[src/rtl/uart_pkg.sv]
// Shared UART definitions used by the receive path blocks.
//   BYTE_W          : width of one UART character
//   byte_t          : one UART character
//   UART_FIFO_DEPTH : default depth of the receive byte FIFO
package uart_pkg;

    localparam int BYTE_W = 8;

    typedef logic [BYTE_W-1:0] byte_t;

    localparam int UART_FIFO_DEPTH = 16;

endpackage : uart_pkg

[src/rtl/uart_rx_fifo.sv]
// Receive byte FIFO between the UART receiver and its consumers
// (transmitter, segment display). Absorbs bursts of received bytes so none
// are lost while the consumer is busy, and presents them first-word-fall-through.
//
// Ports:
//   clk      : system clock, rising edge
//   rst      : asynchronous active-high reset
//   wr_data  : byte from the receiver, taken when wr_en=1
//   wr_en    : receiver done strobe, one byte per high cycle
//   rd_data  : head-of-queue byte, meaningful when rd_valid=1
//   rd_valid : FIFO holds at least one byte
//   rd_ready : consumer takes the head byte when rd_valid & rd_ready
//   count    : number of stored bytes, 0..DEPTH
//   full     : count == DEPTH
//   empty    : count == 0
//   overflow : sticky, set when a write was dropped because the FIFO was full
//   ovf_clr  : synchronous clear of overflow (a same-cycle new overflow wins)
module uart_rx_fifo
    import uart_pkg::*;
#(
    parameter  int DATA_W = BYTE_W,
    parameter  int DEPTH  = UART_FIFO_DEPTH,
    localparam int ADDR_W = $clog2(DEPTH)
) (
    input  logic              clk,
    input  logic              rst,
    input  logic [DATA_W-1:0] wr_data,
    input  logic              wr_en,
    output logic [DATA_W-1:0] rd_data,
    output logic              rd_valid,
    input  logic              rd_ready,
    output logic [ADDR_W:0]   count,
    output logic              full,
    output logic              empty,
    output logic              overflow,
    input  logic              ovf_clr
);

    // One extra pointer bit distinguishes full from empty when the
    // storage indices coincide.
    logic [DATA_W-1:0] mem [DEPTH];
    logic [ADDR_W:0]   wr_ptr;
    logic [ADDR_W:0]   rd_ptr;

    logic do_read;
    logic do_write;
    logic ovf_event;

    // Status comes from registered pointers only, so no input reaches an
    // output combinationally.
    assign count    = wr_ptr - rd_ptr;
    assign empty    = (wr_ptr == rd_ptr);
    assign full     = (wr_ptr[ADDR_W-1:0] == rd_ptr[ADDR_W-1:0]) &&
                      (wr_ptr[ADDR_W] != rd_ptr[ADDR_W]);
    assign rd_valid = !empty;
    assign rd_data  = mem[rd_ptr[ADDR_W-1:0]];

    // A read in the same cycle frees the slot the full-FIFO write lands in,
    // so a write is accepted when full as long as a read also happens.
    assign do_read   = rd_valid && rd_ready;
    assign do_write  = wr_en && (!full || do_read);
    assign ovf_event = wr_en && full && !do_read;

    always_ff @(posedge clk or posedge rst) begin
        if (rst) begin
            wr_ptr <= '0;
            rd_ptr <= '0;
        end else begin
            if (do_write) begin
                wr_ptr <= wr_ptr + 1'b1;
            end
            if (do_read) begin
                rd_ptr <= rd_ptr + 1'b1;
            end
        end
    end

    // Writes only ever target the wr_ptr slot, which is the head slot only
    // when empty or when full-with-read, so rd_data holds while the head
    // byte waits for rd_ready.
    always_ff @(posedge clk or posedge rst) begin
        if (rst) begin
            for (int i = 0; i < DEPTH; i++) begin
                mem[i] <= '0;
            end
        end else if (do_write) begin
            mem[wr_ptr[ADDR_W-1:0]] <= wr_data;
        end
    end

    // New overflow takes priority over a clear in the same cycle.
    always_ff @(posedge clk or posedge rst) begin
        if (rst) begin
            overflow <= 1'b0;
        end else if (ovf_event) begin
            overflow <= 1'b1;
        end else if (ovf_clr) begin
            overflow <= 1'b0;
        end
    end

endmodule : uart_rx_fifo

[config.mk]
export PLATFORM = sky130hd
export DESIGN_NAME = uart_rx_fifo
export DESIGN_NICKNAME = d
export VERILOG_FILES = /design/src/rtl/uart_pkg.sv /design/src/rtl/uart_rx_fifo.sv
export SDC_FILE = /design/constraint.sdc
export NUM_CORES = 1
export LEC_CHECK = 0
export BUFFER_PORTS_ARGS = -buffer_cell sky130_fd_sc_hd__buf_2
export CORE_ASPECT_RATIO = 1.4
export CORE_UTILIZATION = 45
export CTS_BUF_LIST = sky130_fd_sc_hd__clkbuf_8 sky130_fd_sc_hd__clkbuf_16
export CTS_CLUSTER_DIAMETER = 30
export DETAILED_ROUTE_END_ITERATION = 7
export GPL_TIMING_DRIVEN = 1
export HOLD_SLACK_MARGIN = 0.03
export PLACE_DENSITY = 0.72
export SLEW_MARGIN = 30
export SYNTH_ARGS = -nofsm -noshare
export SYNTH_HDL_FRONTEND = slang
export SYNTH_SLANG_ARGS = --single-unit
[constraint.sdc]
create_clock -name clk -period 9.5 [get_ports clk]
set_input_delay 0.95 -clock clk [delete_from_list [all_inputs] [get_ports clk]]
set_output_delay 0.95 -clock clk [all_outputs]
set_load 0.01 [all_outputs]
**After elaboration in Yosys (flattened, before gate mapping)**

Index checks and enable logic that the tools add are counted.

- $lt $le $gt $ge: 3
- Add/sub/neg operators: 3
- Bitwise operators: 2
- Mux-type cells: 8
- Reduce and logical (&&, ||, !) cells: 11
- Equal/unequal tests: 3

Operators with widths:

| operator | count |
|---|---|
| $bwmux 128 | 1 |
| $bmux 8 s4 | 1 |
| $demux 8 s4 | 1 |
| $mux 8 | 3 |
| $add 5x1->5 const B | 2 |
| $ge 5x5->1 const B | 2 |
| $not 4->5 | 2 |
| $logic_and 1x1->1 | 6 |
| $eq 5x5->1 | 1 |
| $lt 5x1->1 const B | 1 |
| $sub 5x5->5 | 1 |
| $eq 4x4->1 | 1 |
| $logic_not 1->1 | 3 |
| $mux 1 | 2 |
| $reduce_bool 2->1 | 1 |
| $logic_or 1x1->1 | 1 |
| $ne 1x1->1 | 1 |

- Flip-flop bits (word level): 139
- Output and inout bits: 17

**Logic depth before layout (Yosys ltp)**

Gate-level depths: netlist of the first run.

- Depth after elaboration: 6
- Mapped depth: 10

**Worst setup path after synthesis of the first run**

No wires, ideal clock.

- Path type: reg-to-output
- From: register rd_ptr[2]
- To: output count[4]
- Data required time: 8550 ps
- Setup slack: 6388 ps
- Arrival time: 2162 ps
- Stages on the path, launching flop included: 9
- Cells stage by stage: dfrtp_1 > clkbuf_1 > buf_1 > clkbuf_1 > inv_1 > ha_1 > a21o_1 > a21oi_1 > xnor2_1

- Cells in the longest elaborated chain, start to end: 1

Ends and longest elaborated chain:

| what | RTL line | text |
|---|---|---|
| start, declared | uart_rx_fifo.sv:43 | `logic [ADDR_W:0] rd_ptr;` |
| start signal, assigned | uart_rx_fifo.sv:73 | `rd_ptr <= rd_ptr + 1'b1;` |
| $sub 5x5->5 | uart_rx_fifo.sv:51 | `assign count = wr_ptr - rd_ptr;` |
| end, declared | uart_rx_fifo.sv:32 | `output logic [ADDR_W:0] count,` |

No other way between the ends.

**Worst setup path in the final report of the first run**

- From: register rd_ptr[0]
- To: output count[4]

Same word-level chain as after synthesis.

==> results.md, run 1 <==
- Skew final: about 0.0083 ns
- P per Cell Area: 377.4 mW/mm2
- Min cycle time layout: between 3 and 4 ns
- Hold_sp: mem[33]
- Worst-Skew Late Latency: 0.41 ns
- Detailed placer's ending HPWL: roughly 8800 um
- CP required: ~8.6 ns
- Placement Cell Area: around 0.007 mm2
- First-pass GRT wire length: about 22,000 um
- DRT Pass-1 Iters: 6
- Via count: 3,795
- Die Footprint: ~0.016 mm2
- WL final: between 10,000 and 15,000 um
- Setup violators final: 0
- Setup CP Type: reg -> out
- Reg area: 0.003480 mm2
- Antenna violations before repair: 0
- Crit start category: flop
- Crit. Startpoint: rd_ptr[0]
- Unrepaired setup endpoints after global routing: false
- Worst reg2reg startpoint: rd_ptr[3]
- Final instance area: between 0.007 and 0.008 mm2
- Top Ports: 30
- Leakage Power: around 3.4 nW
- Share of cells above drive strength 1: 0.4775
- Run status: finished clean
- Cell Rows: 52
- ANT cells: 0
- Port bufs: 29
- Final std cells w/o fill: between 600 and 700
- Synth Flop Type: dfrtp_1
- Fill cells: about 1,200
- Layout area overhead: 13.39%
- Inst Count DP: 645
- Max Clk Rate: 0.2702 GHz
- Pwr Total: between 2 and 3 mW
- Clock transition at path regs: around 0.05 ns
- Die height: roughly 150 um
- GRT Overall Usage: 0.1839
- Syn_nets: roughly 470
- Hold-fix buffers, CTS: 0
- DR iter-0 viols: approximately 190
- CP cell instances: buf_4, ha_1, inv_1, fa_1, a21o_1, a21oi_1, xnor2_1, buf_2
- Crit. End Element: primary output
- Max clock buf depth: 2
- Worst EP arrival: roughly 2.8 ns
- Max-slew violations: 0
- Post-CTS Repair Setup Buffers: 0
- Hold crit path type: reg -> reg
- H-tree Lvls: 4
- Layout Nets: between 400 and 500
- Vias/cell: ~5.6
- EDFF count, synth: 0
- Distinct cells, synth: 37
- Worst Tran Pin Value: approximately 0.85 ns
- Setup ws final: 5.799 ns
- Routed wire per std cell: a little under 20 um
- Ys async rst share: 1.000
- Max cap viols: 0
- Crit path max-delay family: buffers and inverters
- Die Width: roughly 110 um
- CTS Sinks: around 140
- Post-Syn Area: ~0.0068 mm2
- Root buf cell: clkbuf_16
- Yosys reg bits: 139
- Clock buffers created by TritonCTS: 17
- Remaining DRCs: 0
- Final Cycle Share: 0.3896
- Average size of a mapped cell: between 15 and 20 um2
- Mapped Cells: 450
- Place WS: between 6 and 7 ns
- Final GP Congestion: roughly 0.79
- Area of the multi-input gates: 0.003131 mm2
- Core outline area: ~0.015 mm2
- Grt ovf: 0
- Largest net degree at the start of global routing: 89
- Final ANT Viol Nets: 0
- Setup TNS: 0 ns
- Buf+Inv Stages, Crit Path: 3
- Critical path's largest stage delay: about 0.62 ns
- Peak supply drop: roughly 260 uV
- Headroom to the max-slew limit: 0.4340
- Starting Density: 0.4654
- CTS-repair resized insts: 0
- Endpoints failing hold: 0
- CTS tree: built
- Sequential area share after synthesis: 0.5128
- Vias in the first global route: around 4,000
- Worst Path Max Fanout: 44
- Crit-path slowest cell: buf_4
- Warnings, synthesis: 0
-- synth_stat cells, drive strengths merged, types with 3 or more instances --
cell    instances  area, um2
dfrtp         139       3478
xor2            4      35.03
nand4           5      61.31
inv            10      37.54
a221oi          8      70.07
xnor2           8      88.84
nor3            5      81.33
mux2i          24      240.2
or3             3      18.77
ha              9      112.6
mux2          129       1513
nand3           6      55.05
o21ai          18      90.09
clkbuf         12      45.04
nor2            7      36.28
buf            15      91.33
mux4           24      540.5
nand2           9      33.78
-- worst reg2reg max path, delay by kind of cell, from the launching register on --
kind | cells | cell delay [ns]
flops | 1 | 0.62
simple gates | 3 | 1.25
buf+inv | 1 | 0.31
fa+ha+maj | 1 | 0.44
mux | 1 | 0.37
-- power breakdown --
part | switching [mW] | internal [mW]
Clock | 0.252 | 0.439
Combinational | 0.519 | 0.634
Sequential | 0.181 | 0.877
-- through the flow --
step,utilization,hold slack [ns]
2_1_floorplan,-,0.4532
3_3_place_gp,0.4847,0.4631
3_5_place_dp,0.4850,0.4804
4_1_cts,0.5277,0.4932
5_1_grt,0.5277,0.5022
6_report,0.5277,0.4896
-- layer usage --
layer / track usage / share of wire / routed length [um] / up-vias
li1: - / - / - / 1714
met1: 0.2287 / 0.42 / 5478 / 2002
met2: 0.3222 / 0.54 / 7088 / 66
met3: 0.03682 / 0.028 / 361 / 13
met4: 0.05417 / 0.015 / 197 / 0
met5: 0 / 0 / 0 / -
-- kinds of logic after synthesis --
| group | synth area share |
|---|---|
| compound gates | 0.03154 |
| xor+xnor | 0.01826 |
| fa+ha+maj | 0.01955 |
| buf+inv | 0.02564 |
| flops | 0.5128 |
| mux | 0.3381 |
| simple gates | 0.05405 |
-- worst paths after layout --
kind / slack (ns) / to / cells after the start
max: 5.80 / count[4] / 8
min: 0.49 / mem[33] / 1
max reg2reg: 6.39 / mem[125] / 6
min reg2reg: 0.49 / mem[33] / 1
max in group asynchronous: 7.76 / mem[99] / 3
min in group asynchronous: 0.57 / mem[44] / 2
-- flip-flops by register name, indices dropped and copies added, names as in the netlist --
name / cells
overflow: 1
wr_ptr: 5
mem: 128
rd_ptr: 5
-- placed cells by master, fill, tap and decap left out, types with 3 or more instances in the layout --
| master | n |
|---|---|
| a221oi_1 | 8 |
| buf_2 | 29 |
| buf_4 | 3 |
| bufinv_16 | 4 |
| clkbuf_16 | 17 |
| clkinvlp_4 | 5 |
| dfrtp_1 | 138 |
| ha_1 | 9 |
| inv_1 | 10 |
| inv_6 | 3 |
| mux2_1 | 3 |
| mux2_2 | 110 |
| mux2_4 | 16 |
| mux2i_1 | 24 |
| mux4_2 | 24 |
| nand2_1 | 9 |
| nand3_1 | 4 |
| nand4_1 | 3 |
| nor2_1 | 3 |
| nor2_2 | 4 |
| nor3_4 | 5 |
| o21ai_0 | 18 |
| or3_1 | 3 |
| xnor2_1 | 7 |
| xor2_1 | 4 |
-- layout make-up --
cell class | count | share of cell area
clock inverter | 15 | 0.02570
timing repair buffer | 33 | 0.02326
inverter | 10 | 0.005531
clock buffer | 17 | 0.05531
tap | 189 | 0.03075
sequential | 139 | 0.4524
multi-input combinational | 274 | 0.4070
No activity file was read; power rests on OpenSTA's default activity.
==> run 2, diff against run 1 <==
==> constraint.sdc (replaced) <==
create_clock -name clk -period 3.6 [get_ports clk]
set_input_delay 0.36 -clock clk [delete_from_list [all_inputs] [get_ports clk]]
set_output_delay 0.36 -clock clk [all_outputs]
set_load 0.01 [all_outputs]
==> run 2 against run 1 <==
Register-to-register slack worse by 5.8 ns; non-clock buffer count up 3; combinational power rose to 2.7 times the previous value; design area grew 0.85%; cell count increased by 0.44%; clock skew decreased by 0.0020 ns; power grew to 2.7 times the previous value; largest power group unchanged; utilization increased by 0.45 points; critical path depth fell by 2; critical endpoint is now mem[94]; clock-buffer cell count grew 2; die area unchanged; via count is 1.9% higher.
==> results.md, run 2 (synthesis results as in run 1) <==
- Top Ports: 30 (unchanged)
- Top flop regs: mem x128, rd_ptr x5, wr_ptr x5 (unchanged)
- DRT Pass-1 Iters: 4 (was 6)
- Final Cycle Share: 0.8412
- Internal Power: 5.210 mW (was 1.949 mW)
- R2R cell count: 6 (unchanged)
- CTS-repair resized insts: 0 (unchanged)
- Final ANT Viol Nets: 0 (unchanged)
- Crit. End Element: flop (was primary output)
- CTS Sinks: 139 (unchanged)
- Wl on met1: 5751 um (was 5478 um)
- Met2 wire length: 7491 um (was 7088 um)
- Die Footprint: 0.01557 mm2 (unchanged)
- GRT Overall Usage: 0.1954 (was 0.1839)
- Routed wire per std cell: 20.22 um (was 19.39 um)
- ANT cells: 0 (unchanged)
- Worst Tran Pin Value: 0.7360 ns (was 0.8490 ns)
- Logic pwr share: 0.403 (was 0.397)
- Peak supply drop: 756.3 uV (was 262.7 uV)
- Max-slew violations: 0 (unchanged)
- Die height: 147.3 um (unchanged)
- Hold crit path type: in -> reg (was reg -> reg)
- First-pass GRT wire length: 22,960 um (was 21,820 um)
- Starting Density: 0.4654 (unchanged)
- Hold_sp: ovf_clr (was mem[33])
- Share of cells above drive strength 1: 0.4807 (was 0.4775)
- Reg power frac: 0.356 (was 0.365)
- Cell Rows: 52 (unchanged)
- Switching share of power: 0.3302 (was 0.3284)
- Vias/cell: 5.688 (was 5.606)
- Unrepaired setup endpoints after global routing: false (unchanged)
- Final GP Congestion: 0.7726 (was 0.7913)
- Headroom to the max-slew limit: 0.5088 (was 0.4340)
- Antenna violations before repair: 0 (unchanged)
- Setup violators final: 0 (unchanged)
- Detailed placer's ending HPWL: 9320 um (was 8756 um)
- Layout area overhead: 14.35% (was 13.39%)
- Crit start category: flop (unchanged)
- Leakage Power: 3.434 nW (was 3.396 nW)
- Flop-to-flop setup slack: 0.57 ns (was 6.39 ns)
- DR iter-0 viols: 171 (was 191)
- Clk pwr share: 0.241 (was 0.238)
- CP required: 3.90 ns (was 8.55 ns)
- Max Clk Rate: about 0.33 GHz
- Clock transition at path regs: 0.06 ns (was 0.05 ns)
- Max reg flops: 128 (unchanged)
- Worst Path Max Fanout: 11 (was 44)
- Sw Pwr: 2.568 mW (was 0.9531 mW)
- Setup CP Type: reg -> reg (was reg -> out)
- Skew final: 0.006274 ns (was 0.008275 ns)
- Layout Nets: 501 (was 498)
- H-tree Lvls: 4 (unchanged)
- Run status: finished clean (unchanged)
- P per Cell Area: 1003 mW/mm2 (was 377.4 mW/mm2)
- Worst R2R End: mem[94] (was mem[125])
- Port bufs: 29 (unchanged)
- Grt ovf: 0 (unchanged)
- Highest metal used: met4 (unchanged)
- Worst EP arrival: 3.33 ns (was 2.75 ns)
- Largest Register: mem (unchanged)
- Min cycle time layout: a little over 3 ns
- Remaining DRCs: 0 (unchanged)
- Hold path cells: 2 (was 1)
- Fill cells: 1,181 (was 1,165)
- Via count: 3,868 (was 3,795)
- Post-CTS Repair Setup Buffers: 0 (unchanged)
- Met3 WL post-DR: 230 um (was 361 um)
- Root buf cell: clkbuf_16 (unchanged)
- Die Width: 105.8 um (unchanged)
- Hold-fix buffers, CTS: 1 (was 0)
- Worst-Skew Late Latency: 0.42 ns (was 0.41 ns)
- Worst reg2reg startpoint: rd_ptr[3] (unchanged)
- Pwr Total: 7.778 mW (was 2.902 mW)
- Largest net degree at the start of global routing: 98 (was 89)
- Endpoints failing hold: 0 (unchanged)
- CTS tree: built (unchanged)
- Clock buffers created by TritonCTS: 17 (unchanged)
- Hold EP: overflow (was mem[33])
- Core outline area: 0.01457 mm2 (unchanged)
- Commonest cells after routing, fill and taps aside: dfrtp_1, mux2_2, buf_2 (unchanged)
- WL final: 13,750 um (was 13,120 um)
- Max clock buf depth: 2 (unchanged)
- Setup TNS: 0 ns (unchanged)
- Max cap viols: 0 (unchanged)
- Most common cell after layout, fill and taps aside: dfrtp_1 (unchanged)
- Vias in the first global route: 4,163 (was 3,989)
## run 2: layout make-up
cell class | count | area (um2) | area share
Clock inverter | 13 | 190.2 | 0.02452
Clock buffer | 19 | 452.9 | 0.05840
Multi-Input combinational cell | 274 | 3131 | 0.4036
Inverter | 10 | 41.29 | 0.005323
Timing Repair Buffer | 36 | 225.2 | 0.02904
Tap cell | 189 | 236.5 | 0.03049
Sequential cell | 139 | 3480 | 0.4486
## run 2: critical path, stage by stage, from the launching register on
cell     delay, ns
dfrtp_1       0.58
inv_1         0.28
ha_1          0.41
nand4_1       0.27
o31ai_4       0.42
or3_1         0.58
mux2_4        0.35
## run 2: power groups by stage
stage	sequential, mW	combinational (mW)	clock [mW]
final	2.77	3.14	1.87
after global routing	2.86	3.39	1.98
after CTS	2.77	3.18	1.90
after detailed placement	2.79	3.16	0
after global placement	2.72	3.08	0
after floorplan	2.61	2.49	0
## run 2: per-layer routing
metal	vias up	GRT usage
li1	1725	-
met3	25	0.03727
met2	37	0.3428
met4	0	0.07014
met1	2081	0.2383
met5	-	0
## run 2: per-stage QoR
stage | hold slack, ns | cell area (um2) | setup WS, ns | utilization | instances
finish | 0.1409 | 7756 | 0.5718 | 0.5322 | 680
detailed placement | 0.2769 | 7103 | 0.6128 | 0.4874 | 647
floorplan | 0.4532 | 6787 | 0.5504 | - | 450
CTS | 0.1307 | 7756 | 0.5773 | 0.5322 | 680
global route | 0.1428 | 7756 | 0.4320 | 0.5322 | 680
global placement | 0.2767 | 7103 | 0.6861 | 0.4874 | 647
## run 2: how the worst max path moves through the flow
stage,startpoint,slack [ns],endpoint
floorplan,rd_ptr[2],0.55,mem[120]
global placement,rd_ptr[3],0.69,mem[114]
detailed placement,rd_ptr[3],0.61,mem[118]
CTS,rd_ptr[3],0.58,mem[118]
global route,rd_ptr[3],0.43,mem[118]
finish,rd_ptr[3],0.57,mem[94]
